### src/rtl/prog_loader_pkg.sv
// Shared definitions for the program loader: FSM states and word packing constants.
package prog_loader_pkg;

  typedef enum logic [2:0] {
    IDLE,
    LOW,
    HIGH,
    WRITE,
    DONE
  } state_e;

  localparam int BYTES_PER_WORD = 2;

  function automatic logic is_loading(input state_e s);
    return (s == LOW) || (s == HIGH) || (s == WRITE);
  endfunction

endpackage

### src/rtl/prog_addr_counter.sv
// Program memory write-address counter with clear, increment and terminal-count flag.
module prog_addr_counter #(
  parameter int Psize = 4
) (
  input  logic             clock,
  input  logic             reset,
  input  logic             clr_i,
  input  logic             inc_i,
  output logic [Psize-1:0] count_o,
  output logic             tc_o
);

  logic [Psize-1:0] count_q, count_d;

  always_comb begin
    count_d = count_q;
    if (clr_i) begin
      count_d = '0;
    end else if (inc_i) begin
      count_d = count_q + 1'b1;
    end
  end

  // NOTE: state registers take non-blocking assignments so every flop samples pre-edge values.
  always_ff @(posedge clock) begin
    if (reset) begin
      count_q <= '0;
    end else begin
      count_q <= count_d;
    end
  end

  assign count_o = count_q;
  assign tc_o    = &count_q;

endmodule

### src/rtl/prog_loader.sv
// Loads 2^Psize control words into program memory from a host byte stream, low byte first.
module prog_loader
  import prog_loader_pkg::*;
#(
  parameter int Psize = 4,
  parameter int Csize = 12
) (
  input  logic             clock,
  input  logic             reset,
  input  logic             start,
  input  logic [7:0]       inData,
  input  logic             inValid,
  output logic             inReady,
  output logic             we,
  output logic [Psize-1:0] waddr,
  output logic [Csize-1:0] wdata,
  output logic             busy,
  output logic             done
);

  // Bits of the final byte that survive into the control word.
  localparam int HiBits = Csize - 8 * (BYTES_PER_WORD - 1);

  state_e              state_q, state_d;
  logic [7:0]          lo_q, lo_d;
  logic [HiBits-1:0]   hi_q, hi_d;
  logic                cnt_clr, cnt_inc, cnt_tc;
  logic [Psize-1:0]    cnt;
  logic                xfer;

  prog_addr_counter #(.Psize(Psize)) u_addr_counter (
    .clock   (clock),
    .reset   (reset),
    .clr_i   (cnt_clr),
    .inc_i   (cnt_inc),
    .count_o (cnt),
    .tc_o    (cnt_tc)
  );

  assign xfer = inValid && inReady;

  // NOTE: every output of this block is defaulted first so no path leaves a signal unassigned (no latches).
  always_comb begin
    state_d = state_q;
    lo_d    = lo_q;
    hi_d    = hi_q;
    cnt_clr = 1'b0;
    cnt_inc = 1'b0;
    inReady = 1'b0;
    we      = 1'b0;
    unique case (state_q)
      IDLE, DONE: begin
        if (start) begin
          state_d = LOW;
          cnt_clr = 1'b1;
        end
      end
      LOW: begin
        inReady = 1'b1;
        if (xfer) begin
          lo_d    = inData;
          state_d = HIGH;
        end
      end
      HIGH: begin
        inReady = 1'b1;
        if (xfer) begin
          hi_d    = inData[HiBits-1:0];
          state_d = WRITE;
        end
      end
      WRITE: begin
        we = 1'b1;
        if (cnt_tc) begin
          state_d = DONE;
        end else begin
          cnt_inc = 1'b1;
          state_d = LOW;
        end
      end
      default: state_d = IDLE;
    endcase
  end

  // NOTE: the byte holding registers are reset too, so wdata reads 0 straight after reset.
  always_ff @(posedge clock) begin
    if (reset) begin
      state_q <= IDLE;
      lo_q    <= '0;
      hi_q    <= '0;
    end else begin
      state_q <= state_d;
      lo_q    <= lo_d;
      hi_q    <= hi_d;
    end
  end

  // Address and data come straight from registers, so they are stable through the write pulse.
  assign waddr = cnt;
  assign wdata = {hi_q, lo_q};
  assign busy  = is_loading(state_q);
  assign done  = (state_q == DONE);

endmodule

### config.mk
export PLATFORM = sky130hd
export DESIGN_NAME = prog_loader
export DESIGN_NICKNAME = d
export VERILOG_FILES = /design/src/rtl/prog_loader_pkg.sv /design/src/rtl/prog_addr_counter.sv /design/src/rtl/prog_loader.sv
export SDC_FILE = /design/constraint.sdc
export NUM_CORES = 1
export LEC_CHECK = 0
export ABC_AREA = 1
export ABC_CLOCK_PERIOD_IN_PS = 3700
export BUFFER_PORTS_ARGS = -buffer_cell sky130_fd_sc_hd__buf_2
export CAP_MARGIN = 20
export CORE_MARGIN = 2
export CORE_UTILIZATION = 49
export DETAILED_ROUTE_END_ITERATION = 16
export PLACE_DENSITY_LB_ADDON = 0.15
export SYNTH_ARGS = -nofsm -noshare
export SYNTH_HDL_FRONTEND = slang
export SYNTH_SLANG_ARGS = --single-unit
### constraint.sdc
create_clock -name clock -period 3.7 [get_ports clock]
set_clock_uncertainty 0.2 [all_clocks]
set_input_delay 0.74 -clock clock [delete_from_list [all_inputs] [get_ports clock]]
set_output_delay 0.74 -clock clock [all_outputs]
set_load 0.02 [all_outputs]
==> results.md, run 1 <==
* CP Depth at 4
* Most common cell after layout, fill and taps aside: buf_2
* Critical R2R Capture: u_addr_counter.count_o[0]
* Slowest-stage cell, CP: dfxtp_1
* Die X at approximately 45 µm
* MaxCap Viol Count at 0
* CTS H-tree depth at 1
* WP buf/inv at 2
* Worst VDD drop at ~0.00033 V
* DRT antenna net count at 0
* Slew Viols, Final at 0
* Sinks on Clock Net at 19
* R2R Setup Slk at ~2.3 ns
* Worst skew pair latency at 0.29 ns
* Via count at about 790
* Req. time, crit path at ~2.8 ns
* Gr ovfl total at 0
* Final hold vios at 0
* TNS Setup at 0 ns
* Area growth syn-to-layout at 24.4%
* Tot Pwr at roughly 0.45 mW
* Buffers added on ports at 31
* Final count of negative-setup-slack endpoints at 0
* Placed Cells at 155
* Global-route usage over all layers at about a fifth
* Row Count at 14
* Cts hold-fix bufs at 0
* Vias in the first global route at 708
* Setup crit end: inReady
* Antenna Cells at 0
* CTS tree: yes
* Fin crit share at roughly 58%
* Worst Setup End Kind: primary output
* FF-to-FF Start: u_addr_counter.count_o[0]
* Highest Clock Rate at approximately 0.47 GHz
* Synthesized flop and latch total at 19
* Leakage power at 0.527 nW
* Sequential area share after synthesis at approximately 47%
* Syn avg cell area at around 7.4 µm²
* Min Tclk post-route at approximately 2.1 ns
* Worst Max-Slew Pin Slew at about 0.33 ns
* RSZ-0062 raised after global routing: no
* Filler cells at 150
* Vias per cell at 4.99
* CP startpoint: state_q[2]
* Hold Path Class: flop to flop
* Setup bufs post-CTS at 0
* CP Max Fanout at 4
* Effective utilization at floorplan at approximately 53%
* Die ar. at between 1500 and 2000 µm²
* Crit path max-delay family: flip-flops
* Kind of critical path: flop to primary output
* DP HPWL at 1.33 mm
* Pre-CTS setup slack at between 1.5 and 2 ns
* Worst slew margin at between 70 and 80%
* Max incr delay on CP at about 0.45 ns
* Num CTS Buffers at 3
* Fin util at about two thirds
* Die Ht at 44.7 µm
* Clock slew at reported path FFs at roughly 0.10 ns
* GPL Wtd Cong at 0.801
* Layout Nets at between 150 and 200
* R2R depth at 5
* Unique masters post-synth at 21
* Top-area cell type share of the netlist area at 46.9%
* Commonest cells after routing, fill and taps aside: buf_2, nor2_1, dfxtp_1
* Clk Tree Root Cell: clkbuf_4
* PostCTS Resize Cnt at 0
* First-pass DRT Iterations at 4
* Pwr dens at ~450 nW/µm²
* Max clock buf depth at 2
* Layout cells sized above 1 at about a third
* Leading post-synthesis cells by cell area: dfxtp_1, nor2_1, o21ai_0
* Syn Inst Count at 109
* Syn_nets at around 120
* Global-route wire length before repair at between 2 and 3 mm
* Crit-path cells: inv_2 -> nand3_1 -> nand2_2 -> buf_2
* Crit path arrival time at about 1.2 ns
* Remaining DRCs at 0
* Wire length per cell at between 10 and 15 µm
* Post-synth top area cell: dfxtp_1
* Synth Cell Area at a little over 800 µm²
* Worst setup SP type: flop
* Final WL at approximately 1.7 mm
* Fin worst setup slack at about 1.6 ns
* Final Non-Filler Cells at approximately 160
* Placeable Area at around 1500 µm²
* Antenna violations before repair at 0
* Largest net degree at the start of global routing at 15
* Ports at 32
* Status: finished, final reports clean
* Synth warn at 0
* Initial DRC count at 12
==> tightest hold or removal path: stages (launching register included) <==
cell	delay, ns
dfxtp_1	0.35
nand2_1	0.07
a21oi_1	0.06
==> flip-flops by register name, indices dropped and copies added (netlist names) <==
name                    flops
u_addr_counter.count_o      4
state_q                     3
hi_q                        4
lo_q                        8
==> layout make-up <==
cell class | instances | area [µm²] | area share [%]
well taps | 16 | 20.0 | 1.99
inverters | 12 | 45.0 | 4.47
multi-input cells | 77 | 382 | 37.8
clock buffers | 4 | 26.3 | 2.61
flip-flops and latches | 19 | 380 | 37.7
repair buffers | 31 | 155 | 15.4
==> power breakdown <==
part | switching (mW) | internal (mW) | leakage, nW
Clock | 0.0609 | 0.0419 | 0.0150
Sequential | 0.0108 | 0.222 | 0.154
Combinational | 0.0793 | 0.0387 | 0.357
==> per-layer routing <==
metal / GRT usage (%) / wire (µm) / vias up
met1: 25.4 / 846 / 345
met2: 30.7 / 790 / 29
li1: - / - / 417
met3: 2.45 / 102 / 2
met5: 0 / 0 / -
met4: 9.09 / 9 / 0
==> Yosys cell counts <==
| master | count |
|---|---|
| nor2_4 | 2 |
| nor2_1 | 28 |
| dfxtp_1 | 19 |
| nand2_4 | 1 |
| nand2_1 | 12 |
| nand3_1 | 5 |
| ha_1 | 1 |
| buf_1 | 1 |
| xor2_1 | 1 |
| nand3b_2 | 1 |
| inv_1 | 8 |
| inv_2 | 3 |
| nor2_2 | 1 |
| a21oi_2 | 1 |
| nand2_2 | 2 |
| or2_1 | 1 |
| o21ai_0 | 14 |
| nand4_1 | 1 |
| clkinv_1 | 1 |
| o21ai_1 | 1 |
| a21oi_1 | 5 |
==> worst min path at each step <==
stage,startpoint,endpoint,slack (ns),depth (start not counted)
6_report,u_addr_counter.count_o[1],u_addr_counter.count_o[1],0.32,2
3_3_place_gp,lo_q[1],lo_q[1],0.29,2
2_1_floorplan,state_q[2],state_q[2],0.30,2
4_1_cts,u_addr_counter.count_o[1],u_addr_counter.count_o[1],0.32,2
5_1_grt,u_addr_counter.count_o[1],u_addr_counter.count_o[1],0.34,2
3_5_place_dp,u_addr_counter.count_o[1],u_addr_counter.count_o[1],0.30,2
==> per-stage QoR <==
stage / cell area, µm² / hold WS [ns]
floorplan: 811 / 0.302
global placement: 982 / 0.288
detailed placement: 982 / 0.301
CTS: 1010 / 0.317
global route: 1010 / 0.344
finish: 1010 / 0.320
==> cell families after synthesis <==
| group | count (synthesis) | synth area share [%] |
|---|---|---|
| xor+xnor | 1 | 1.08 |
| fa+ha+maj | 1 | 1.54 |
| flops | 19 | 46.9 |
| compound gates | 21 | 13.4 |
| buf+inv | 13 | 6.02 |
| simple gates | 54 | 31.0 |
No activity file was read; power rests on OpenSTA's default activity.
==> run 2: changes to the inputs <==
--- a/config.mk
+++ b/config.mk
@@ -6,11 +6,11 @@
 export NUM_CORES = 1
 export LEC_CHECK = 0
 export ABC_AREA = 1
-export ABC_CLOCK_PERIOD_IN_PS = 3700
+export ABC_CLOCK_PERIOD_IN_PS = 2250
 export BUFFER_PORTS_ARGS = -buffer_cell sky130_fd_sc_hd__buf_2
 export CAP_MARGIN = 20
 export CORE_MARGIN = 2
-export CORE_UTILIZATION = 49
+export CORE_UTILIZATION = 46
 export DETAILED_ROUTE_END_ITERATION = 16
 export PLACE_DENSITY_LB_ADDON = 0.15
 export SYNTH_ARGS = -nofsm -noshare
==> constraint.sdc (replaced) <==
create_clock -name clock -period 2.25 [get_ports clock]
set_clock_uncertainty 0.2 [all_clocks]
set_input_delay 0.45 -clock clock [delete_from_list [all_inputs] [get_ports clock]]
set_output_delay 0.45 -clock clock [all_outputs]
set_load 0.02 [all_outputs]
==> run 2 against run 1 <==
Routed wire length rose by 3.1%; die area rose by 5.9%; cell count rose by 0.63%; clock power rose by 72%; core utilization fell by 6.4 points; worst setup slack got worse by 1.2 ns; critical path type unchanged; largest power group unchanged; highest routed layer unchanged.
==> results.md, run 2 (synthesis results as in run 1) <==
* Status: finished, final reports clean
* Final WL at 1.80 mm
* Num CTS Buffers at 3
* DRT antenna net count at 0
* Global-route wire length before repair at ~2.9 mm
* Worst Max-Slew Pin Slew at about 0.32 ns
* Effective utilization at floorplan at just under 50%
* Layout cells sized above 1 at between 30% and 40%
* Most common cell after layout, fill and taps aside: buf_2
* Max clock buf depth at 2
* MaxCap Viol Count at 0
* Worst Setup End Kind: primary output
* Die X at ~46 µm
* GPL Wtd Cong at 0.882
* Ports at 32
* Sinks on Clock Net at 19
* TNS Setup at 0 ns
* Hold path depth at 2
* Leakage power at between 0.5 and 0.6 nW
* Setup bufs post-CTS at 0
* Gr ovfl total at 0
* CTS H-tree depth at 1
* Row Count at 15
* Worst VDD drop at ~0.00044 V
* Commonest cells after routing, fill and taps aside: buf_2, nor2_1, dfxtp_1
* Kind of critical path: flop to primary output
* Highest Clock Rate at about 0.53 GHz
* R2R depth at 5
* Final hold vios at 0
* Fin util at around 60%
* Antenna Cells at 0
* Fin worst setup slack at 0.372 ns
* Initial DRC count at 9
* Largest net degree at the start of global routing at 15
* Clock slew at reported path FFs at 0.11 ns
* Remaining DRCs at 0
* Area growth syn-to-layout at 24.5%
* Die ar. at between 2000 and 2500 µm²
* Pre-CTS setup slack at 0.700 ns
* Req. time, crit path at roughly 1.6 ns
* Worst skew pair latency at roughly 0.3 ns
* RSZ-0062 raised after global routing: no
* Filler cells at ~180
* DP HPWL at around 1.4 mm
* Vias per cell at between 4 and 5
* Wire length per cell at approximately 11 µm
* Pwr dens at roughly 750 nW/µm²
* Worst setup SP type: flop
* CTS tree: yes
* PostCTS Resize Cnt at 0
* Global-route usage over all layers at around a fifth
* Largest register FFs at 8
* Buffers added on ports at 31
* Slew Viols, Final at 0
* Min Tclk post-route at approximately 1.9 ns
* Reg with most FFs: lo_q
* Final count of negative-setup-slack endpoints at 0
* Cts hold-fix bufs at 0
* First-pass DRT Iterations at 4
* Die Ht at between 40 and 50 µm
* Via count at 796
* Layout Nets at ~160
* Clk Tree Root Cell: clkbuf_4
* Worst slew margin at about four fifths
* Antenna violations before repair at 0
* Tot Pwr at 0.754 mW
* CP Max Fanout at 4
* Vias in the first global route at ~690
* Crit path arrival time at approximately 1.2 ns
* Fin crit share at 83.5%
* Placeable Area at 1690 µm²
* Hold Path Class: input pin to flop
==> run 2: path summary, 6_finish.rpt <==
path	start	endpoint	slack, ns
worst min register to register	u_addr_counter.count_o[1]	u_addr_counter.count_o[1]	0.31
worst max register to register	u_addr_counter.count_o[0]	u_addr_counter.count_o[0]	0.80
worst min-delay path	reset	state_q[0]	0.12
worst max-delay path	state_q[2]	inReady	0.37
==> run 2: critical path: stages, from the launching register on <==
cell and delay (ns):
dfxtp_1 0.45, inv_2 0.08, nand3_1 0.17, nand2_2 0.08, buf_2 0.16
==> run 2: layer usage <==
layer,track usage [%],routed length (µm),vias to the layer above
met5,0,0,-
met4,12.6,44,0
met3,3.17,80,5
met2,32.5,892,24
met1,23.2,786,353
li1,-,-,414
==> run 2: through the flow <==
step | std cells | instance area [µm²] | hold WS, ns
finish | 160 | 1010 | 0.125
CTS | 160 | 1010 | 0.118
detailed placement | 156 | 983 | 0.292
global route | 160 | 1010 | 0.135
floorplan | 109 | 811 | 0.302
global placement | 156 | 983 | 0.285
==> run 2: power breakdown <==
| part | switching (mW) | internal, mW | total (mW) | leakage, nW |
|---|---|---|---|---|
| logic | 0.130 | 0.0637 | 0.194 | 0.357 |
| registers | 0.0180 | 0.365 | 0.383 | 0.154 |
| clock network | 0.107 | 0.0692 | 0.177 | 0.0150 |
| total | 0.255 | 0.498 | 0.754 | 0.527 |
==> run 2: final cells by class <==
class                      count  area (µm²)  area share [%]
multi-input combinational     77         382            37.8
sequential                    19         380            37.7
timing repair buffer          31         155            15.4
inverter                      12        45.0            4.46
clock buffer                   4        26.3            2.60
tap                           17        21.3            2.11
